**config.mk**
```make
export PLATFORM = sky130hd
export DESIGN_NAME = shift_arbiter
export DESIGN_NICKNAME = d
export VERILOG_FILES = /design/src/rtl/shift_arbiter.sv
export SDC_FILE = /design/constraint.sdc
export NUM_CORES = 1
export LEC_CHECK = 0
export CAP_MARGIN = 20
export CORE_UTILIZATION = 30
export CTS_CLUSTER_DIAMETER = 60
export DETAILED_ROUTE_END_ITERATION = 10
export PLACE_DENSITY = 0.52
export RECOVER_POWER = 50
export SYNTH_ARGS = -nofsm -noshare
export SYNTH_HDL_FRONTEND = slang
export SYNTH_SLANG_ARGS = --single-unit
export TNS_END_PERCENT = 50
```
**constraint.sdc**
```tcl
create_clock -name clk -period 1.7 [get_ports clk]
set_input_delay 0.34 -clock clk [delete_from_list [all_inputs] [get_ports clk]]
set_output_delay 0.34 -clock clk [all_outputs]
set_load 0.02 [all_outputs]
```
**src/rtl/shift_arbiter.sv**
```systemverilog
// shift_arbiter: two-requester front end for a shared 16-bit SLL/SRA barrel shifter.
// Accepted operations pass through an operand stage (S1), the shifter, and a
// result stage (S2). Each result is routed back to the requester that issued it,
// and results leave in acceptance order. At most two operations are in flight.
// Build option SHIFT_ARB_FIXED_PRIO_EN: when defined, Req0 always wins a conflict
// and last_gnt stays at its reset value. When undefined (default), conflicts
// alternate through last_gnt.
module shift_arbiter (
    input  logic        clk,
    input  logic        rst,
    input  logic        Req0_Valid,
    output logic        Req0_Ready,
    input  logic [15:0] Req0_In,
    input  logic [3:0]  Req0_Val,
    input  logic        Req0_Mode,
    input  logic        Req1_Valid,
    output logic        Req1_Ready,
    input  logic [15:0] Req1_In,
    input  logic [3:0]  Req1_Val,
    input  logic        Req1_Mode,
    output logic        Rsp0_Valid,
    input  logic        Rsp0_Ready,
    output logic [15:0] Rsp0_Out,
    output logic        Rsp1_Valid,
    input  logic        Rsp1_Ready,
    output logic [15:0] Rsp1_Out,
    output logic        Busy
);

    logic        s1_valid;
    logic        s1_tag;
    logic [15:0] s1_in;
    logic [3:0]  s1_val;
    logic        s1_mode;

    logic        s2_valid;
    logic        s2_tag;
    logic [15:0] s2_result;

    logic        last_gnt;

    logic        s2_free;
    logic        s1_free;
    logic        grant;
    logic        accept;
    logic [15:0] acc_in;
    logic [3:0]  acc_val;
    logic        acc_mode;
    logic [15:0] sll_result;
    logic [15:0] sra_result;
    logic [15:0] shift_result;

    // Stage-advance conditions, the grant decision and the handshake outputs
    always_comb begin
        s2_free = !s2_valid || (s2_tag ? Rsp1_Ready : Rsp0_Ready);
        s1_free = !s1_valid || s2_free;
`ifdef SHIFT_ARB_FIXED_PRIO_EN
        grant = !Req0_Valid;
`else
        if (Req0_Valid && Req1_Valid) begin
            grant = !last_gnt;
        end else begin
            grant = Req1_Valid;
        end
`endif
        Req0_Ready = Req0_Valid && !grant && s1_free;
        Req1_Ready = Req1_Valid &&  grant && s1_free;
        accept     = Req0_Ready || Req1_Ready;
        acc_in     = grant ? Req1_In   : Req0_In;
        acc_val    = grant ? Req1_Val  : Req0_Val;
        acc_mode   = grant ? Req1_Mode : Req0_Mode;
    end

    // Barrel shifter on the S1 operands; the SRA path is kept separate so it stays signed
    always_comb begin
        sll_result   = s1_in << s1_val;
        sra_result   = $signed(s1_in) >>> s1_val;
        shift_result = s1_mode ? sra_result : sll_result;
    end

    // Operand stage: loads on an accepted request, empties when its content moves to S2
    always_ff @(posedge clk) begin
        if (rst) begin
            s1_valid <= 1'b0;
            s1_tag   <= 1'b0;
            s1_in    <= 16'h0000;
            s1_val   <= 4'h0;
            s1_mode  <= 1'b0;
        end else if (s1_free) begin
            s1_valid <= accept;
            if (accept) begin
                s1_tag  <= grant;
                s1_in   <= acc_in;
                s1_val  <= acc_val;
                s1_mode <= acc_mode;
            end
        end
    end

    // Result stage: holds until the addressed requester takes the result
    always_ff @(posedge clk) begin
        if (rst) begin
            s2_valid  <= 1'b0;
            s2_tag    <= 1'b0;
            s2_result <= 16'h0000;
        end else if (s2_free) begin
            s2_valid <= s1_valid;
            if (s1_valid) begin
                s2_tag    <= s1_tag;
                s2_result <= shift_result;
            end
        end
    end

    // Remember who was granted last so the other requester wins the next conflict
    always_ff @(posedge clk) begin
        if (rst) begin
            last_gnt <= 1'b1;
        end else begin
`ifdef SHIFT_ARB_FIXED_PRIO_EN
            last_gnt <= 1'b1;
`else
            if (accept) begin
                last_gnt <= grant;
            end
`endif
        end
    end

    // Both response channels show the S2 result; only the tagged one is valid
    always_comb begin
        Rsp0_Valid = s2_valid && !s2_tag;
        Rsp1_Valid = s2_valid &&  s2_tag;
        Rsp0_Out   = s2_result;
        Rsp1_Out   = s2_result;
        Busy       = s1_valid || s2_valid;
    end

endmodule
```
==> impl_metrics.json, run 1 <==
{
  "antenna_violations_before_repair": 0,
  "timing.critical_path.slowest_cell_delay_ns": 0.58,
  "timing_worst_slew_pin_value_ns": 0.427,
  "maxSlewViolCount": 0,
  "route.antenna.remaining_nets": 0,
  "cts.clk_slew.worst_paths_ns": 0.06,
  "post_route_worst_hold_slack_ns": 0.480,
  "p_per_area_mw_per_mm2": 750,
  "synth.net_count": 431,
  "timing.final.ws_setup_ns": -0.0615,
  "cpMaxStageDelayCell": "sky130_fd_sc_hd__mux4_1",
  "die_h_um": 110,
  "first_pass_iters": 4,
  "starting_density_pct": 30.8,
  "worst_r2r_setup_slack_ns": -0.06,
  "clock_skew_ns": 0.00721,
  "placement_rows": 39,
  "grt_first_pass_wirelength_mm": 17.5,
  "first_global_vias": 3245,
  "power_leakage_nw": 2.11,
  "vias": 3505,
  "post-route-min-period_ns": 1.76,
  "post-route-util_pct": 46.8,
  "report.final.setup_viol": 11,
  "syn_inst": 383,
  "final_routed_wire_length_divided_by_cell_count_um": 17.1,
  "drc_errors": 0,
  "worst_skew_pair.late_latency_ns": 0.28,
  "die-width_um": 110,
  "global_route.usage.total_pct": 19.1,
  "post_route_cells_drive_above_1_share_pct": 33.3,
  "post_synth_num_cell_types": 57,
  "clock_sink_count": 42,
  "rsz0062_at_grt": "yes",
  "gp_congestion": 0.840,
  "top_fanout_value_on_the_critical_path": 7,
  "status": "finished with violations",
  "cp_data_arrival_time_ns": 1.93,
  "cts_max_level": 2,
  "critPathCaptureType": "flip-flop",
  "cts_made_buffers": 5,
  "worstReg2RegEnd": "Rsp0_Out[15]$_SDFFE_PP0P_",
  "path_buf_inv": 1,
  "filler_cell_count": 1144,
  "worstReg2RegStart": "s1_val[1]$_SDFFE_PP0P_",
  "required_ns": 1.87,
  "yosys.area_share.xor_xnor_pct": 0,
  "placement.io_buffers": 84,
  "clk_root_buffer_cell": "sky130_fd_sc_hd__clkbuf_16",
  "synthesis.area_per_instance_um2": 9.18,
  "finalCritPeriodShare_pct": 104,
  "timing.hold.worst.class": "reg2reg",
  "achievable-frequency_mhz": 568,
  "hold_path.startpoint": "s1_tag$_SDFFE_PP0P_",
  "synthesis.area_mm2": 0.00352,
  "n_antenna_cell": 0,
  "synth_sequential_area_ratio_pct": 23.9,
  "fraction_of_the_mapped_netlist_area_in_adder_cells_pct": 0,
  "synth_warnings": 0,
  "grt.overflow.total": 0,
  "cts_tree": "built",
  "synth_edf_count": 0,
  "worstSetupPathDepth": 6,
  "pre_cts_slack_ns": -0.459,
  "violations": "negative setup slack",
  "floorplan.die_area_mm2": 0.0122,
  "core_mm2": 0.0114,
  "cp_top_family": "multiplexers",
  "synth.mux.area_fraction_pct": 31.6,
  "drtIter0Drc": 143,
  "final-hold-violation-count": 0,
  "synth-seq-cells": 42,
  "cts-hold-fix-buffers": 0,
  "viasPerCell": 5.32,
  "timing.max_cap.violations": 0,
  "syn_to_final_growth_pct": 52.0,
  "critical_path_class": "reg2reg",
  "design.final.nets": 563,
  "post-dp-hpwl_mm": 8.51,
  "layout.cells.non_filler": 659,
  "synthFlopType": "sky130_fd_sc_hd__dfxtp_1",
  "placed_cells": 635,
  "min_to": "s2_tag$_SDFFE_PP0P_",
  "post_synth_and_or_nand_nor_area_fraction_pct": 14.0,
  "max_slew_margin_pct": 71.5,
  "clock_tree.buffer_depth": 2,
  "grt_start_max_net_pins": 36,
  "ir_drop_mv": 0.386,
  "drt_wl_total_mm": 11.3,
  "worst_r2r_path_depth": 6,
  "crit_path_cell_trace": "mux4_1 -> mux2i_2 -> buf_4 -> nand2_1 -> o21ai_0 -> o22ai_1",
  "synth-compound-area-share_pct": 19.4,
  "synth_async_sr_flop_share_pct": 0,
  "worst_hold_path.num_cells": 2,
  "start_kind": "flip-flop",
  "largest_family_of_logic_cells_by_synthesized_area": "multiplexers",
  "io_pins": 85
}
==> kinds of logic after synthesis <==
group                  Yosys count
multiplexers                    79
flip-flops                      42
AND/OR/NAND/NOR                111
buffers and inverters           59
AO/OA/AOI/OAI                   92
==> cell type report <==
type,instances,area [um2],area share (%)
Inverter,4,15.0,0.281
Multi-Input combinational cell,282,2490,46.6
Clock buffer,7,143,2.67
Tap cell,143,179,3.35
Sequential cell,42,848,15.9
Timing Repair Buffer,180,1670,31.2
Clock inverter,1,5.00,0.0937
==> routing by layer <==
metal  up-vias  global-route usage, %  share of wire [%]
li1       1701                      -                  -
met1      1678                   26.2                 45
met4         0                   4.61                1.5
met5         -                      0                  0
met2       116                   31.9                 48
met3        10                   2.00                5.4
==> tightest hold or removal path: cells and delay by family, from the launching register on <==
family             cells  cell delay [ns]
AOI/OAI and AO/OA      1             0.05
and+or+nand+nor        1             0.06
DFF                    1             0.33
==> power breakdown <==
part           internal (mW)  leakage, nW  switching, mW
Sequential              1.08        0.350          0.109
Combinational          0.981         1.68          0.860
Clock                  0.583       0.0739          0.397
==> layout by cell type (no fill, tap or decap), drive strengths merged, types with 4 or more instances in the layout <==
cell / synthesis / layout
a211oi: 24 / 24
a21oi: 12 / 12
a311oi: 8 / 8
a31oi: 6 / 6
buf: 38 / 93
clkbuf: 17 / 15
clkdlybuf4s50: 0 / 75
dfxtp: 42 / 42
dlygate4sd2: 0 / 4
inv: 4 / 4
mux2: 17 / 17
mux2i: 41 / 41
mux4: 21 / 21
nand2: 19 / 19
nand3: 7 / 7
nor2: 60 / 60
nor3: 12 / 12
o211ai: 4 / 4
o21ai: 9 / 9
o31ai: 5 / 5
==> per-stage QoR <==
step	power [mW]	cell area, um2	TNS [ns]
finish	4.01	5340	-0.307
global route	4.23	5340	-2.77
CTS	3.94	5210	-0.640
detailed placement	2.84	4850	-7.80
global placement	2.84	4850	-6.20
floorplan	2.16	3520	0
==> synth_stat cells (2+ instances only) <==
library cell | count | share of area, %
sky130_fd_sc_hd__nor2b_1 | 3 | 0.53
sky130_fd_sc_hd__a21oi_1 | 12 | 1.7
sky130_fd_sc_hd__mux2i_1 | 41 | 12
sky130_fd_sc_hd__nand3_1 | 7 | 1.0
sky130_fd_sc_hd__o22ai_1 | 2 | 0.36
sky130_fd_sc_hd__inv_1 | 3 | 0.32
sky130_fd_sc_hd__o21ai_0 | 8 | 1.1
sky130_fd_sc_hd__nor3_1 | 10 | 1.4
sky130_fd_sc_hd__buf_2 | 10 | 1.4
sky130_fd_sc_hd__buf_12 | 2 | 1.1
sky130_fd_sc_hd__mux4_2 | 13 | 8.3
sky130_fd_sc_hd__a22oi_1 | 2 | 0.43
sky130_fd_sc_hd__o21bai_1 | 3 | 0.64
sky130_fd_sc_hd__a21boi_2 | 2 | 0.64
sky130_fd_sc_hd__a211oi_1 | 24 | 5.1
sky130_fd_sc_hd__nor2_1 | 59 | 6.3
sky130_fd_sc_hd__mux2_4 | 2 | 0.85
sky130_fd_sc_hd__and3_1 | 2 | 0.36
sky130_fd_sc_hd__a311oi_1 | 8 | 2.0
sky130_fd_sc_hd__a31oi_1 | 5 | 0.89
sky130_fd_sc_hd__and2_1 | 2 | 0.36
sky130_fd_sc_hd__nand2_1 | 19 | 2.0
sky130_fd_sc_hd__mux4_1 | 8 | 6.0
sky130_fd_sc_hd__o311ai_0 | 2 | 0.50
sky130_fd_sc_hd__buf_6 | 5 | 1.6
sky130_fd_sc_hd__a21o_1 | 2 | 0.43
sky130_fd_sc_hd__dfxtp_1 | 42 | 24
sky130_fd_sc_hd__mux2_2 | 15 | 4.8
sky130_fd_sc_hd__o211ai_1 | 4 | 0.85
sky130_fd_sc_hd__nand2b_1 | 2 | 0.36
sky130_fd_sc_hd__clkbuf_1 | 16 | 1.7
sky130_fd_sc_hd__buf_4 | 19 | 4.1
sky130_fd_sc_hd__o31ai_1 | 5 | 1.1
==> worst max path at each step <==
| stage | from | to | slack (ns) |
|---|---|---|---|
| after floorplan | s1_val[0]$_SDFFE_PP0P_ | Rsp0_Out[12]$_SDFFE_PP0P_ | 0.04 |
| after global placement | Rsp1_Ready | Req1_Ready | -0.44 |
| after detailed placement | Req1_Valid | Req1_Ready | -0.46 |
| after CTS | s1_val[1]$_SDFFE_PP0P_ | Rsp0_Out[15]$_SDFFE_PP0P_ | -0.09 |
| after global routing | s1_val[0]$_SDFFE_PP0P_ | Rsp0_Out[3]$_SDFFE_PP0P_ | -0.14 |
| final | s1_val[1]$_SDFFE_PP0P_ | Rsp0_Out[15]$_SDFFE_PP0P_ | -0.06 |
==> timing repair <==
action	4_1_cts	5_1_grt
pin swaps	12	12
gates cloned	2	1
endpoints found under the setup margin	21	21
resized for setup	40	39
buffers inserted	10	5
hold endpoints to repair	0	0
Note: power is estimated with default switching activity, not from simulation.
==> run 2, diff against run 1 <==
Settings changed: CTS_CLUSTER_DIAMETER 60 to default, RECOVER_POWER 50 to 100.
==> results of run 2 <==
Same layout as run 1: the final DEF is identical, and so are final timing and power.
==> run 3, diff against run 2 <==
Settings changed: REMOVE_ABC_BUFFERS from default to 1.
==> run 3 against run 2 <==
Net effect: the flow still finishes with violations (negative setup slack); total power grew 5.7%; worst hold slack got worse by 0.024 ns; clock power is 17% higher; largest power group unchanged; register-to-register slack lost 0.04 ns; maximum frequency fell by 2.2%; core utilization is 1.2 points higher; cell area increased by 2.6%; sequential cell count unchanged.
==> impl_metrics.json, run 3 (synthesis results as in run 1) <==
{
  "status": "finished with violations",
  "violations": "negative setup slack",
  "antenna_violations_before_repair": 0,
  "cts_tree": "built",
  "design.final.nets": 567,
  "die_h_um": 110,
  "worstReg2RegEnd": "Rsp0_Out[11]$_SDFFE_PP0P_",
  "timing_worst_slew_pin_value_ns": 0.423,
  "hold_path.startpoint": "Req1_Valid",
  "timing.hold.worst.class": "in2reg",
  "p_per_area_mw_per_mm2": 773,
  "final_routed_wire_length_divided_by_cell_count_um": 17.1,
  "drtIter0Drc": 118,
  "gp_congestion": 0.891,
  "cts_made_buffers": 5,
  "tns_ns": -0.573,
  "clk_root_buffer_cell": "sky130_fd_sc_hd__clkbuf_16",
  "worst_r2r_setup_slack_ns": -0.10,
  "ir_drop_mv": 0.372,
  "worst_r2r_path_depth": 6,
  "required_ns": 1.88,
  "report.final.setup_viol": 13,
  "post_route_cells_drive_above_1_share_pct": 37.6,
  "drc_errors": 0,
  "top_fanout_value_on_the_critical_path": 8,
  "final-hold-violation-count": 0,
  "layout_common_cells": "sky130_fd_sc_hd__buf_4 (76), sky130_fd_sc_hd__clkdlybuf4s50_1 (71), sky130_fd_sc_hd__nor2_1 (53)",
  "post-dp-hpwl_mm": 8.30,
  "die-width_um": 110,
  "placement.io_buffers": 84,
  "layout.cells.most_common": "sky130_fd_sc_hd__buf_4",
  "global_route.usage.total_pct": 19.6,
  "timing.final.ws_setup_ns": -0.100,
  "rsz0062_at_grt": "yes",
  "worstReg2RegStart": "s1_val[1]$_SDFFE_PP0P_",
  "placed_cells": 636,
  "vias": 3497,
  "cts-hold-fix-buffers": 0,
  "starting_density_pct": 30.8,
  "worst_hold_path.num_cells": 4,
  "power_leakage_nw": 2.15,
  "clock_sink_count": 42,
  "first_pass_iters": 6,
  "clock_skew_ns": 0.00370,
  "maxSlewViolCount": 0,
  "cp_data_arrival_time_ns": 1.98,
  "n_antenna_cell": 0,
  "syn_to_final_growth_pct": 55.9,
  "start_kind": "flip-flop",
  "timing.max_cap.violations": 0,
  "clock_tree.buffer_depth": 2,
  "drt_wl_total_mm": 11.4,
  "finalCritPeriodShare_pct": 106,
  "max_slew_margin_pct": 71.1,
  "cts_max_level": 2,
  "route.antenna.remaining_nets": 0,
  "grt_first_pass_wirelength_mm": 18.1,
  "min_to": "last_gnt$_SDFFE_PP1P_",
  "core_mm2": 0.0114,
  "layout.cells.non_filler": 662,
  "critical_path_class": "reg2reg",
  "grt.overflow.total": 0,
  "filler_cell_count": 1131,
  "viasPerCell": 5.28,
  "io_pins": 85,
  "achievable-frequency_mhz": 555,
  "first_global_vias": 3361,
  "cts.clk_slew.worst_paths_ns": 0.06,
  "grt_start_max_net_pins": 41,
  "critPathCaptureType": "flip-flop",
  "worst_skew_pair.late_latency_ns": 0.29,
  "placement_rows": 39,
  "post-route-min-period_ns": 1.80,
  "floorplan.die_area_mm2": 0.0122
}
[run 3: cell types whose count changed in the layout (fill, tap and decap cells not counted), sizes merged]
cell	change
clkbuf	-2
dlygate4sd3	+1
dlymetal6s2s	+2
bufinv	+1
clkdlybuf4s50	-4
clkinv	-1
buf	+6
[run 3: how the worst max path moves through the flow]
stage / start / slack [ns] / depth (start not counted) / to
after detailed placement: Rsp1_Ready / -0.46 / 5 / Req1_Ready
after CTS: s1_val[1]$_SDFFE_PP0P_ / -0.1 / 6 / Rsp0_Out[11]$_SDFFE_PP0P_
final: s1_val[1]$_SDFFE_PP0P_ / -0.10 / 6 / Rsp0_Out[11]$_SDFFE_PP0P_
after floorplan: s1_val[0]$_SDFFE_PP0P_ / -1.01 / 5 / Rsp0_Out[12]$_SDFFE_PP0P_
after global routing: s1_val[1]$_SDFFE_PP0P_ / -0.16 / 6 / Rsp0_Out[11]$_SDFFE_PP0P_
after global placement: Rsp1_Ready / -0.43 / 5 / Req1_Ready
[run 3: stage by stage]
step                setup slack [ns]  total power, mW  hold slack [ns]  utilization (%)  area, um2
finish                        -0.100             4.24            0.456             48.0       5480
global route                  -0.165             4.46            0.470             48.0       5480
CTS                          -0.0951             4.20            0.475             47.2       5390
detailed placement            -0.458             2.85            0.466             42.6       4870
global placement              -0.426             2.85            0.459             42.6       4870
floorplan                      -1.01             2.02            0.409                -       3140
[run 3: layer usage]
layer	up-vias	GRT usage, %	wire length, um
met5	-	0	0
met4	0	4.32	138
met3	10	2.12	341
met2	76	33.6	5620
met1	1719	26.4	5250
li1	1692	-	-
[run 3: area by class of cell]
type | count | area, um2 | area share (%)
Clock buffer | 6 | 139 | 2.53
Clock inverter | 1 | 30.0 | 0.548
Multi-Input combinational cell | 282 | 2550 | 46.6
Inverter | 4 | 15.0 | 0.274
Sequential cell | 42 | 850 | 15.5
Timing Repair Buffer | 184 | 1720 | 31.3
Tap cell | 143 | 179 | 3.26
[run 3: where the power goes]
group / switching, mW / leakage (nW) / internal [mW]
Clock: 0.420 / 0.0829 / 0.726
Sequential: 0.119 / 0.350 / 1.08
Combinational: 0.878 / 1.72 / 1.02
[run 3: what timing repair did]
item | in CTS | in global routing
gates cloned | 4 | 1
setup endpoints to repair | 21 | 43
pin swaps | 22 | 18
buffers inserted | 12 | 8
resized for setup | 72 | 43
[run 3: worst max-delay path, cell delays in order, from the launching register on]
cell	delay (ns)
sky130_fd_sc_hd__dfxtp_4	0.45
sky130_fd_sc_hd__buf_6	0.16
sky130_fd_sc_hd__mux2_4	0.33
sky130_fd_sc_hd__mux2_4	0.29
sky130_fd_sc_hd__a22oi_2	0.17
sky130_fd_sc_hd__nor2_2	0.05
sky130_fd_sc_hd__o31a_1	0.24
